<file path="config.mk">
export PLATFORM = sky130hd
export DESIGN_NAME = instruction_memory
export DESIGN_NICKNAME = d
export VERILOG_FILES = /design/src/rtl/instruction_memory_pkg.sv /design/src/rtl/instruction_memory_array.sv /design/src/rtl/instruction_memory.sv
export SDC_FILE = /design/constraint.sdc
export NUM_CORES = 1
export LEC_CHECK = 0
export CAP_MARGIN = 20
export CELL_PAD_IN_SITES_DETAIL_PLACEMENT = 0
export CELL_PAD_IN_SITES_GLOBAL_PLACEMENT = 1
export CORE_MARGIN = 5
export CORE_UTILIZATION = 10
export DETAILED_ROUTE_END_ITERATION = 6
export PLACE_DENSITY = 0.95
export SLEW_MARGIN = 20
export SYNTH_ARGS = -nofsm -noshare
export SYNTH_HDL_FRONTEND = slang
export SYNTH_SLANG_ARGS = --single-unit
</file>
<file path="constraint.sdc">
create_clock -name vclk -period 1.7
set_input_delay 0.34 -clock vclk [all_inputs]
set_output_delay 0.34 -clock vclk [all_outputs]
set_load 0.01 [all_outputs]
</file>
<file path="src/rtl/instruction_memory_pkg.sv">
// Shared widths, boot-image constants and the boot_word() helper for instruction_memory.
package instruction_memory_pkg;

    localparam int unsigned INSTR_W = 32;
    localparam int unsigned ADDR_W  = 64;

    localparam logic [INSTR_W-1:0] BOOT_BASE = 32'hF000_0000;
    localparam logic [INSTR_W-1:0] OOR_WORD  = 32'h0000_0000;

    function automatic logic [INSTR_W-1:0] boot_word(input int unsigned i);
        return BOOT_BASE | i[INSTR_W-1:0];
    endfunction

endpackage

</file>
<file path="src/rtl/instruction_memory_array.sv">
// Instruction storage: boot-image ROM, or (with INSTRUCTION_MEMORY_PROG_EN) a
// writable array that asynchronous reset reloads with the boot image.
module instruction_memory_array
    import instruction_memory_pkg::*;
#(
    parameter int unsigned MEM_SIZE = 16,
    parameter int unsigned IDX_W    = $clog2(MEM_SIZE)
) (
    input  logic               clk,
    input  logic               reset,
`ifdef INSTRUCTION_MEMORY_PROG_EN
    input  logic               prog_we,
    input  logic [IDX_W-1:0]   prog_addr,
    input  logic [INSTR_W-1:0] prog_data,
`endif
    input  logic [IDX_W-1:0]   rd_idx,
    output logic [INSTR_W-1:0] rd_data
);

    logic [INSTR_W-1:0] mem [MEM_SIZE];

`ifdef INSTRUCTION_MEMORY_PROG_EN
    // Only matters for non-power-of-two sizes, where prog_addr can exceed the array.
    localparam logic [IDX_W:0] MEM_SIZE_X = (IDX_W+1)'(MEM_SIZE);

    logic prog_in_range;
    assign prog_in_range = {1'b0, prog_addr} < MEM_SIZE_X;

    always_ff @(posedge clk or posedge reset) begin
        if (reset) begin
            for (int unsigned i = 0; i < MEM_SIZE; i++) begin
                mem[i] <= boot_word(i);
            end
        end else if (prog_we && prog_in_range) begin
            mem[prog_addr] <= prog_data;
        end
    end
`else
    // clk and reset stay on the port list for drop-in compatibility only.
    logic unused_clk_reset;
    assign unused_clk_reset = clk ^ reset;

    always_comb begin
        for (int unsigned i = 0; i < MEM_SIZE; i++) begin
            mem[i] = boot_word(i);
        end
    end
`endif

    assign rd_data = mem[rd_idx];

endmodule

</file>
<file path="src/rtl/instruction_memory.sv">
// Word-addressed instruction memory with a combinational read and full 64-bit range check.
// Build with INSTRUCTION_MEMORY_PROG_EN to add the synchronous programming port.
module instruction_memory
    import instruction_memory_pkg::*;
#(
    parameter int unsigned MEM_SIZE = 16,
    parameter int unsigned IDX_W    = $clog2(MEM_SIZE)
) (
    input  logic               clk,
    input  logic               reset,
    input  logic [ADDR_W-1:0]  adr,
    output logic [INSTR_W-1:0] Instruction,
    output logic               addr_err
`ifdef INSTRUCTION_MEMORY_PROG_EN
    ,
    input  logic               prog_we,
    input  logic [IDX_W-1:0]   prog_addr,
    input  logic [INSTR_W-1:0] prog_data
`endif
);

    logic               in_range;
    logic [INSTR_W-1:0] rd_data;

    // Whole 64-bit compare: large or negative addresses never alias into the array.
    assign in_range = adr < ADDR_W'(MEM_SIZE);

    instruction_memory_array #(
        .MEM_SIZE (MEM_SIZE),
        .IDX_W    (IDX_W)
    ) u_array (
        .clk       (clk),
        .reset     (reset),
`ifdef INSTRUCTION_MEMORY_PROG_EN
        .prog_we   (prog_we),
        .prog_addr (prog_addr),
        .prog_data (prog_data),
`endif
        .rd_idx    (adr[IDX_W-1:0]),
        .rd_data   (rd_data)
    );

    assign Instruction = in_range ? rd_data : OOR_WORD;
    assign addr_err    = ~in_range;

endmodule

</file>
==> flow_summary_export.csv <==
group,metric,value,unit
place,io_buffers,73,
power_and_ir_drop,total_power,0.157,mW
drt,routedWlPerCell,12.1,um
drt,drt-total-wl,2110,um
layout,nClkBuffers,0,
layout,regArea,0,um^2
layout,seq_cells,0,
critical_path,endpoint_kind,"primary output",
timing,fin_crit_sh,118,%
status,outcome,"finished, violations left",
yosys,synth_seq_area_share,0,%
layout,fin_nets,194,
yosys,ys.warnings.count,0,
place,gp_congestion,0.743,
timing,hold_violations,0,
layout,n_fill_cell,400,
place,pre_cts_ws,-1.04,ns
die,initial_core_util,10.4,%
job,drv_cap,0,
critical_path,cp.arrival,1.66,ns
critical_path,cp.required,1.36,ns
layout,syn_to_final_growth,179,%
layout,drive_gt1_share,59.5,%
drt,firstDrtPassIters,2,
yosys,synth.avg_cell_area,7.18,um^2
grt,grtUsageTotal,6.86,%
drt,vias_per_cell,3.47,
hold_path,hp-class,"in -> out",
layout,layout_common_cells,"buf_2, conb_1, buf_6",
place,dpl.hpwl,1880,um
yosys,synth_area,380,um^2
layout,mostFrequentLayoutCell,"buf_2",
timing,finalSetupViolCount,9,
yosys,syn_inst,53,
timing,min_period,2.00,ns
yosys,synth_cell_type_count,9,
power_and_ir_drop,p_leak,0.494,nW
timing,rsz0062_at_grt,"true",
critical_path,critical_path.startpoint_type,"primary input",
drt,drc,0,
drt,num_vias,603,
drt,antenna_left,0,
grt,grt_max_degree,5,
critical_path,critical_path_peak_fanout,4,
timing,final_max_slew_viol_count,0,
layout,antenna_cells,0,
die,ioPinCount,99,
power_and_ir_drop,irDropWorstVdd,31.9,uV
critical_path,critPathKind,"in -> out",
die,core,3660,um^2
status,violations,"setup timing",
die,rows,22,
timing,setup_ws,-0.304,ns
die,chipWidth,71.7,um
layout,multi_input_area,408,um^2
power_and_ir_drop,powerDensity,148,nW/um^2
timing,fmax,499,MHz
grt,grt_pass1_wl,2880,um
grt,grt-ovfl-total,0,
die,die_h,71.7,um
drt,drtIter0Drc,2,
grt,grt_pass1_vias,601,
die,dieArea,5140,um^2
grt,antenna_found_initial,0,
## metrics by stage
stage | utilization, % | instance area, um^2 | hold WS, ns | setup TNS (ns) | instances
3_5_place_dp | 30.8 | 1130 | 1.67 | -8.67 | 171
6_report | 28.9 | 1060 | 1.24 | -1.98 | 174
5_1_grt | 28.9 | 1060 | 1.28 | -3.09 | 174
3_3_place_gp | 30.8 | 1130 | 1.66 | -8.65 | 171
4_1_cts | 29.3 | 1070 | 1.33 | -2.56 | 175
2_1_floorplan | - | 533 | 0.810 | -0.528 | 76
## Yosys cell counts (all sizes together)
cell    n  area [um^2]
buf    27          203
nand3   1         5.00
and2    4         25.0
inv     1         3.75
nand4   3         18.8
conb    1         3.75
nor4   16          121
## kinds of logic after synthesis
logic type | Yosys count | share of synthesized area [%]
other | 1 | 0.986
buffers and inverters | 28 | 54.3
and+or+nand+nor | 24 | 44.7
## critical path, cell delays in order
cell	delay [ns]
buf_2	0.10
nor4_2	0.25
nand4_1	0.19
nor4_4	0.30
buf_4	0.17
buf_6	0.09
and2_1	0.10
buf_2	0.12
## per-layer routing
metal,vias up,GRT usage (%),part of all wire [%]
li1,291,-,-
met1,262,7.16,30
met2,50,13.8,55
met3,0,2.38,15
met4,0,0,0
met5,-,0,0
## power breakdown
| group | internal [mW] | switching, mW | total (mW) |
|---|---|---|---|
| Sequential | 0 | 0 | 0 |
| Combinational | 0.0860 | 0.0713 | 0.157 |
| Clock | 0 | 0 | 0 |
## path summary, 6_finish.rpt
path	startpoint	end	slack [ns]	depth (start not counted)
worst min-delay path	adr[35]	addr_err	1.24	7
worst max-delay path	adr[13]	Instruction[2]	-0.30	8
## layout make-up
cell class,instances,area share (%)
repair buffers,77,55.5
multi-input cells,48,38.5
well taps,48,5.67
inverters,1,0.354
## timing repair
item,in CTS,in global routing
setup buffers,3,1
hold buffers,0,0
gates cloned,1,0
endpoints found under the setup margin,9,9
pin swaps,20,15
gates resized for setup,208,27
(Power assumes the default switching activity.)
